<file path="src/rtl/demux4_16b_buf_if.sv">
// Bus bundle for demux4_16b_buf: one producer-side stream in, four
// consumer-side streams out, plus flush and busy.
interface demux4_16b_buf_if #(
  parameter int WIDTH = 16
);
  logic             in_valid;
  logic             in_ready;
  logic [WIDTH-1:0] in_data;
  logic [1:0]       sel;
  logic             flush;
  logic             a_valid;
  logic             a_ready;
  logic [WIDTH-1:0] a_data;
  logic             b_valid;
  logic             b_ready;
  logic [WIDTH-1:0] b_data;
  logic             c_valid;
  logic             c_ready;
  logic [WIDTH-1:0] c_data;
  logic             d_valid;
  logic             d_ready;
  logic [WIDTH-1:0] d_data;
  logic             busy;

  // Environment side: producer and the four consumers.
  modport master (
    output in_valid, in_data, sel, flush,
    output a_ready, b_ready, c_ready, d_ready,
    input  in_ready,
    input  a_valid, a_data, b_valid, b_data,
    input  c_valid, c_data, d_valid, d_data,
    input  busy
  );

  // Demux side.
  modport slave (
    input  in_valid, in_data, sel, flush,
    input  a_ready, b_ready, c_ready, d_ready,
    output in_ready,
    output a_valid, a_data, b_valid, b_data,
    output c_valid, c_data, d_valid, d_data,
    output busy
  );
endinterface

</file>
<file path="src/rtl/demux4_16b_buf.sv">
// demux4_16b_buf: steers one input stream to one of four destinations
// (sel 00->a, 01->b, 10->c, 11->d). Every destination owns a small FIFO so
// a stalled consumer only blocks words addressed to it. The head word of each
// FIFO is kept in its own register so x_data is registered and holds its last
// value while x_valid is low.
module demux4_16b_buf #(
  parameter int WIDTH = 16,
  parameter int DEPTH = 2
) (
  input  logic             clk,
  input  logic             rst_n,
  demux4_16b_buf_if.slave  bus
);

  localparam int PW = (DEPTH > 1) ? $clog2(DEPTH) : 1;
  localparam int CW = PW + 1;
  localparam logic [CW-1:0] FULL_CNT = CW'(DEPTH);

  logic [3:0]            w_ready;
  logic [3:0]            w_valid;
  logic [3:0][WIDTH-1:0] w_data;
  logic [3:0][CW-1:0]    w_count;
  logic                  w_sel_full;
  logic                  w_sel_drain;
  logic                  w_accept;

  assign w_ready = {bus.d_ready, bus.c_ready, bus.b_ready, bus.a_ready};

  // A full FIFO may still accept when its head leaves in the same cycle.
  assign w_sel_full   = (w_count[bus.sel] == FULL_CNT);
  assign w_sel_drain  = w_valid[bus.sel] & w_ready[bus.sel];
  assign bus.in_ready = ~bus.flush & (~w_sel_full | w_sel_drain);
  assign w_accept     = bus.in_valid & bus.in_ready;

  assign bus.a_valid = w_valid[0];
  assign bus.a_data  = w_data[0];
  assign bus.b_valid = w_valid[1];
  assign bus.b_data  = w_data[1];
  assign bus.c_valid = w_valid[2];
  assign bus.c_data  = w_data[2];
  assign bus.d_valid = w_valid[3];
  assign bus.d_data  = w_data[3];
  assign bus.busy    = |w_valid;

  for (genvar g = 0; g < 4; g++) begin : g_fifo
    logic [WIDTH-1:0] r_mem [DEPTH];
    logic [PW-1:0]    r_wr_ptr;
    logic [PW-1:0]    r_rd_ptr;
    logic [CW-1:0]    r_count;
    logic [WIDTH-1:0] r_head;
    logic             w_wr;
    logic             w_rd;
    logic [PW-1:0]    w_rd_next;
    logic [CW-1:0]    w_count_next;
    logic [WIDTH-1:0] w_head_next;

    assign w_wr      = w_accept & (bus.sel == 2'(g));
    assign w_rd      = w_valid[g] & w_ready[g] & ~bus.flush;
    assign w_rd_next = w_rd ? (r_rd_ptr + PW'(1)) : r_rd_ptr;

    assign w_valid[g] = (r_count != {CW{1'b0}});
    assign w_data[g]  = r_head;
    assign w_count[g] = r_count;

    // Occupancy after this edge: flush clears, read+write cancel out.
    always_comb begin
      w_count_next = r_count;
      if (bus.flush) begin
        w_count_next = {CW{1'b0}};
      end else begin
        case ({w_wr, w_rd})
          2'b10:   w_count_next = r_count + CW'(1);
          2'b01:   w_count_next = r_count - CW'(1);
          default: w_count_next = r_count;
        endcase
      end
    end

    // Head word after this edge; the incoming word becomes head when it lands
    // exactly in the slot the read pointer will point at.
    always_comb begin
      w_head_next = r_head;
      if (bus.flush) begin
        w_head_next = r_head;
      end else if (w_count_next == {CW{1'b0}}) begin
        w_head_next = r_head;
      end else if (w_wr && (r_wr_ptr == w_rd_next)) begin
        w_head_next = bus.in_data;
      end else begin
        w_head_next = r_mem[w_rd_next];
      end
    end

    // FIFO storage, pointers, count and head register.
    always_ff @(posedge clk or negedge rst_n) begin
      if (!rst_n) begin
        for (int i = 0; i < DEPTH; i++) begin
          r_mem[i] <= {WIDTH{1'b0}};
        end
        r_wr_ptr <= {PW{1'b0}};
        r_rd_ptr <= {PW{1'b0}};
        r_count  <= {CW{1'b0}};
        r_head   <= {WIDTH{1'b0}};
      end else if (bus.flush) begin
        r_wr_ptr <= {PW{1'b0}};
        r_rd_ptr <= {PW{1'b0}};
        r_count  <= {CW{1'b0}};
      end else begin
        if (w_wr) begin
          r_mem[r_wr_ptr] <= bus.in_data;
          r_wr_ptr        <= r_wr_ptr + PW'(1);
        end else begin
          r_wr_ptr <= r_wr_ptr;
        end
        r_rd_ptr <= w_rd_next;
        r_count  <= w_count_next;
        r_head   <= w_head_next;
      end
    end
  end

endmodule
</file>
<file path="src/flat_wrapper.sv">
// flat-port wrapper written by rule: the top's interface ports become plain ports
module demux4_16b_buf_flat 
#(
  parameter int WIDTH = 16,
  parameter int DEPTH = 2
)
  (clk, rst_n, bus_in_valid, bus_in_data, bus_sel, bus_flush, bus_a_ready, bus_b_ready, bus_c_ready, bus_d_ready, bus_in_ready, bus_a_valid, bus_a_data, bus_b_valid, bus_b_data, bus_c_valid, bus_c_data, bus_d_valid, bus_d_data, bus_busy);
  demux4_16b_buf_if #(.WIDTH(WIDTH)) bus_i ();
  input  logic clk;
  input  logic rst_n;
  input wire logic [$bits(bus_i.in_valid)-1:0] bus_in_valid;
  input wire logic [$bits(bus_i.in_data)-1:0] bus_in_data;
  input wire logic [$bits(bus_i.sel)-1:0] bus_sel;
  input wire logic [$bits(bus_i.flush)-1:0] bus_flush;
  input wire logic [$bits(bus_i.a_ready)-1:0] bus_a_ready;
  input wire logic [$bits(bus_i.b_ready)-1:0] bus_b_ready;
  input wire logic [$bits(bus_i.c_ready)-1:0] bus_c_ready;
  input wire logic [$bits(bus_i.d_ready)-1:0] bus_d_ready;
  output wire logic [$bits(bus_i.in_ready)-1:0] bus_in_ready;
  output wire logic [$bits(bus_i.a_valid)-1:0] bus_a_valid;
  output wire logic [$bits(bus_i.a_data)-1:0] bus_a_data;
  output wire logic [$bits(bus_i.b_valid)-1:0] bus_b_valid;
  output wire logic [$bits(bus_i.b_data)-1:0] bus_b_data;
  output wire logic [$bits(bus_i.c_valid)-1:0] bus_c_valid;
  output wire logic [$bits(bus_i.c_data)-1:0] bus_c_data;
  output wire logic [$bits(bus_i.d_valid)-1:0] bus_d_valid;
  output wire logic [$bits(bus_i.d_data)-1:0] bus_d_data;
  output wire logic [$bits(bus_i.busy)-1:0] bus_busy;
  assign bus_i.in_valid = bus_in_valid;
  assign bus_i.in_data = bus_in_data;
  assign bus_i.sel = bus_sel;
  assign bus_i.flush = bus_flush;
  assign bus_i.a_ready = bus_a_ready;
  assign bus_i.b_ready = bus_b_ready;
  assign bus_i.c_ready = bus_c_ready;
  assign bus_i.d_ready = bus_d_ready;
  assign bus_in_ready = bus_i.in_ready;
  assign bus_a_valid = bus_i.a_valid;
  assign bus_a_data = bus_i.a_data;
  assign bus_b_valid = bus_i.b_valid;
  assign bus_b_data = bus_i.b_data;
  assign bus_c_valid = bus_i.c_valid;
  assign bus_c_data = bus_i.c_data;
  assign bus_d_valid = bus_i.d_valid;
  assign bus_d_data = bus_i.d_data;
  assign bus_busy = bus_i.busy;
  demux4_16b_buf #(.WIDTH(WIDTH), .DEPTH(DEPTH)) u_core (.clk(clk), .rst_n(rst_n), .bus(bus_i));
endmodule
</file>
<file path="config.mk">
export PLATFORM = sky130hd
export DESIGN_NAME = demux4_16b_buf_flat
export DESIGN_NICKNAME = d
export VERILOG_FILES = /design/src/rtl/demux4_16b_buf_if.sv /design/src/rtl/demux4_16b_buf.sv /design/src/flat_wrapper.sv
export SDC_FILE = /design/constraint.sdc
export NUM_CORES = 1
export LEC_CHECK = 0
export CORE_MARGIN = 2
export CORE_UTILIZATION = 45
export CTS_CLUSTER_DIAMETER = 50
export DETAILED_ROUTE_END_ITERATION = 10
export PLACE_DENSITY = 0.65
export SLEW_MARGIN = 10
export SYNTH_ARGS = -nofsm -noshare
export SYNTH_HDL_FRONTEND = slang
export SYNTH_SLANG_ARGS = --single-unit
</file>
<file path="constraint.sdc">
create_clock -name clk -period 6.7 [get_ports clk]
set_clock_uncertainty 0.1 [all_clocks]
set_input_delay 1.34 -clock clk [delete_from_list [all_inputs] [get_ports clk]]
set_output_delay 1.34 -clock clk [all_outputs]
set_load 0.05 [all_outputs]
</file>
==> flow_metrics.py <==
metrics = {
    "detailed_routing": {
        "via_per_inst": 5.88,
        "via_count": 7080,
        "drc": 0,
        "drtAntennaViolNets": 0,
        "first_pass_iters": 4,
        "drt-total-wl_um": 23900,
        "avgRoutedWirePerCell_um": 19.9,
        "drt_iter0_markers": 395,
    },
    "die": {
        "die_h_um": 156,
        "core.rowCount": 55,
        "io_pins": 96,
        "die_w_um": 156,
        "core_area_sq_mm": 0.0226,
        "start_util": 0.458,
        "dieArea_sq_mm": 0.0242,
    },
    "critical_path": {
        "r2r_end": "u_core.bus.d_data[9]$_DFFE_PN0P_",
        "worstPathMaxFanout": 9,
        "critPathLaunchType": "primary input",
        "r2r_slack_ns": 2.67,
        "reg2reg_from": "u_core.g_fifo[3].r_count[1]$_DFF_PN0_",
        "cp-end-kind": "output pin",
        "required_ns": 5.26,
        "criticalPathCategory": "primary input to output pin",
        "r2r_cells": 11,
        "worstPathArrival_ns": 3.78,
    },
    "power_and_ir_drop": {
        "p_clk_frac": 0.308,
        "pwr-share-seq": 0.372,
        "intPower_mw": 3.09,
        "power.density_mw_per_mm2": 386,
        "p_comb_frac": 0.321,
        "power_switching_mw": 1.69,
        "p_sw_frac": 0.354,
        "leakage_nw": 5.07,
        "p_total_mw": 4.77,
        "ir_drop_mv": 0.199,
    },
    "final_layout": {
        "drive_gt1_frac": 0.278,
        "finalInstanceArea_sq_mm": 0.0124,
        "multi_input_area_sq_mm": 0.00478,
        "area_growth_pct": 19.5,
        "nNetsFinal": 930,
        "final_cells": 1205,
        "fillers": 1918,
        "regArea_sq_mm": 0.00520,
        "insertedDiodeCount": 0,
    },
    "grt": {
        "grt_pass1_wl_um": 39000,
        "grt_pass1_vias": 7080,
        "grt_max_degree": 127,
        "gr-usage-all-layers": 0.199,
        "overflow": 0,
        "antenna_found_initial": 0,
    },
    "sta": {
        "setup_viol": 0,
        "setup_tns_ns": 0,
        "timing.final.crit_share": 0.780,
        "fin_hold_ws_ns": 0.386,
        "worst_slew_pin_slew_ns": 1.10,
        "grt_setup_unrepaired": "false",
        "slew_violations": 0,
        "fmax_mhz": 191,
        "relSlewSlack": 0.267,
        "finalCriticalPeriod_ns": 5.22,
        "hold_violations": 0,
    },
    "hold_path": {
        "min-delay-start": "u_core.bus.b_data[9]$_DFFE_PN0P_",
        "hold_end": "u_core.bus.b_data[9]$_DFFE_PN0P_",
        "hold_path_depth": 2,
        "worst_hold_path_type": "flop to flop",
    },
    "logic_synthesis": {
        "ys_seq_area_frac": 0.502,
        "syn_area_sq_mm": 0.0104,
        "avgSynthCellArea_sq_um": 12.4,
        "yosys_register_bits": 208,
        "ys.warnings.count": 0,
        "async_reset_ff_frac": 1.00,
        "synth_edf_count": 0,
        "synth_top_flop_cell": "dfrtp_1",
        "synth.distinct_cells": 48,
        "synth_nets": 864,
        "synth_cells": 834,
    },
    "place": {
        "dpl.cell_count": 1155,
        "place_area_sq_mm": 0.0114,
        "portBuffers": 95,
        "place_hpwl_um": 15300,
        "gp_congestion": 0.819,
    },
    "cts": {
        "ctsHoldBuffers": 0,
        "postCtsSetupRepairBufs": 0,
        "numCtsBuffers": 28,
        "cts_tree": "built",
        "htree_levels": 1,
        "cts-resized-gates": 0,
        "clkLatencyLatePin_ns": 0.53,
        "cts.sinks": 208,
        "clk_pin_slew_ns": 0.05,
        "clockBufferDepth": 3,
        "cts_root_buf": "clkbuf_16",
    },
    "flow_run": {
        "drv_cap": 0,
    },
    "status": {
        "outcome": "complete, no violations",
    },
}
## state kept, by name (all words and copies together) (netlist names)
name                    flops
u_core.g_fifo.r_count       8
u_core.bus.b_data          16
u_core.g_fifo.r_wr_ptr      4
u_core.bus.c_data          16
u_core.bus.a_data          16
u_core.g_fifo.r_rd_ptr      4
u_core.bus.d_data          16
u_core.g_fifo.r_mem       128
## worst max path at each step
stage	endpoint	from	slack, ns
after detailed placement	u_core.bus.d_data[9]$_DFFE_PN0P_	bus_sel[0]	1.32
after CTS	bus_in_ready	bus_sel[0]	1.48
final	bus_in_ready	bus_sel[0]	1.48
after floorplan	bus_in_ready	bus_sel[0]	2.50
after global placement	u_core.bus.d_data[11]$_DFFE_PN0P_	bus_sel[0]	1.42
after global routing	bus_in_ready	bus_sel[0]	1.35
## Yosys cell counts, drive strengths merged, types with 9 or more instances
cell type	n	area share
clkbuf	37	0.013
buf	37	0.024
o21ai	16	0.0077
mux2	128	0.15
o311ai	65	0.082
a21oi	12	0.0058
or3	9	0.0054
nor3	11	0.0069
mux2i	61	0.059
dfrtp	208	0.50
nor2	13	0.0047
nor2b	19	0.011
nand4	66	0.043
nand2	82	0.030
## critical path: stages
cell and delay, ns:
clkdlybuf4s50_1 0.63, mux4_2 0.62, nor3_4 0.39, nor2_1 0.08
clkdlybuf4s50_1 0.72
## metrics by stage
step	util	setup WS, ns
after CTS	0.547	1.48
after detailed placement	0.505	1.32
after global placement	0.505	1.42
after global routing	0.547	1.35
after floorplan	-	2.50
final	0.547	1.48
## logic make-up (layout without fill, tap and decap cells)
family                     Yosys count  count (layout)  synth area share
adders and majority gates            4               4           0.00483
DFF                                208             208             0.502
AOI/OAI and AO/OA                  116             116             0.113
buffers and inverters               78             164            0.0387
muxes                              190             190             0.208
and+or+nand+nor                    230             230             0.127
xor gates and xnor gates             8               8           0.00676
## power groups by stage
stage | combinational [mW] | sequential [mW] | clock [mW]
finish | 1.53 | 1.77 | 1.47
global route | 1.62 | 1.81 | 1.56
CTS | 1.54 | 1.78 | 1.50
detailed placement | 1.54 | 1.79 | 0
global placement | 1.52 | 1.79 | 0
floorplan | 0.508 | 2.30 | 0
## per-layer routing
| layer | vias to the layer above | wire, um | global-route usage |
|---|---|---|---|
| met2 | 163 | 11200 | 0.327 |
| li1 | 3259 | - | - |
| met1 | 3623 | 11300 | 0.280 |
| met4 | 0 | 495 | 0.0546 |
| met3 | 35 | 875 | 0.0242 |
| met5 | - | 0 | 0 |
## final cells by class
type / instances / area share
Sequential cell: 208 / 0.421
Multi-Input combinational cell: 548 / 0.387
Timing Repair Buffer: 110 / 0.0873
Clock buffer: 36 / 0.0615
Tap cell: 285 / 0.0288
Clock inverter: 14 / 0.0140
Inverter: 4 / 0.00121
## cells in the final DEF, fill, tap and decap left out, types with 6 or more instances in the layout
| cell | n |
|---|---|
| mux2_4 | 20 |
| nand2b_1 | 6 |
| nor2b_1 | 19 |
| o311ai_1 | 7 |
| o311ai_2 | 37 |
| nand2_1 | 79 |
| nor2_1 | 12 |
| mux2_2 | 107 |
| or3_1 | 8 |
| dfrtp_1 | 208 |
| nor3_1 | 9 |
| o211ai_1 | 6 |
| buf_4 | 14 |
| a21oi_1 | 12 |
| o311ai_0 | 21 |
| o21ai_0 | 8 |
| clkdlybuf4s50_1 | 94 |
| nand4_1 | 64 |
| mux2i_1 | 61 |
| clkbuf_16 | 28 |
(Power assumes the default switching activity.)
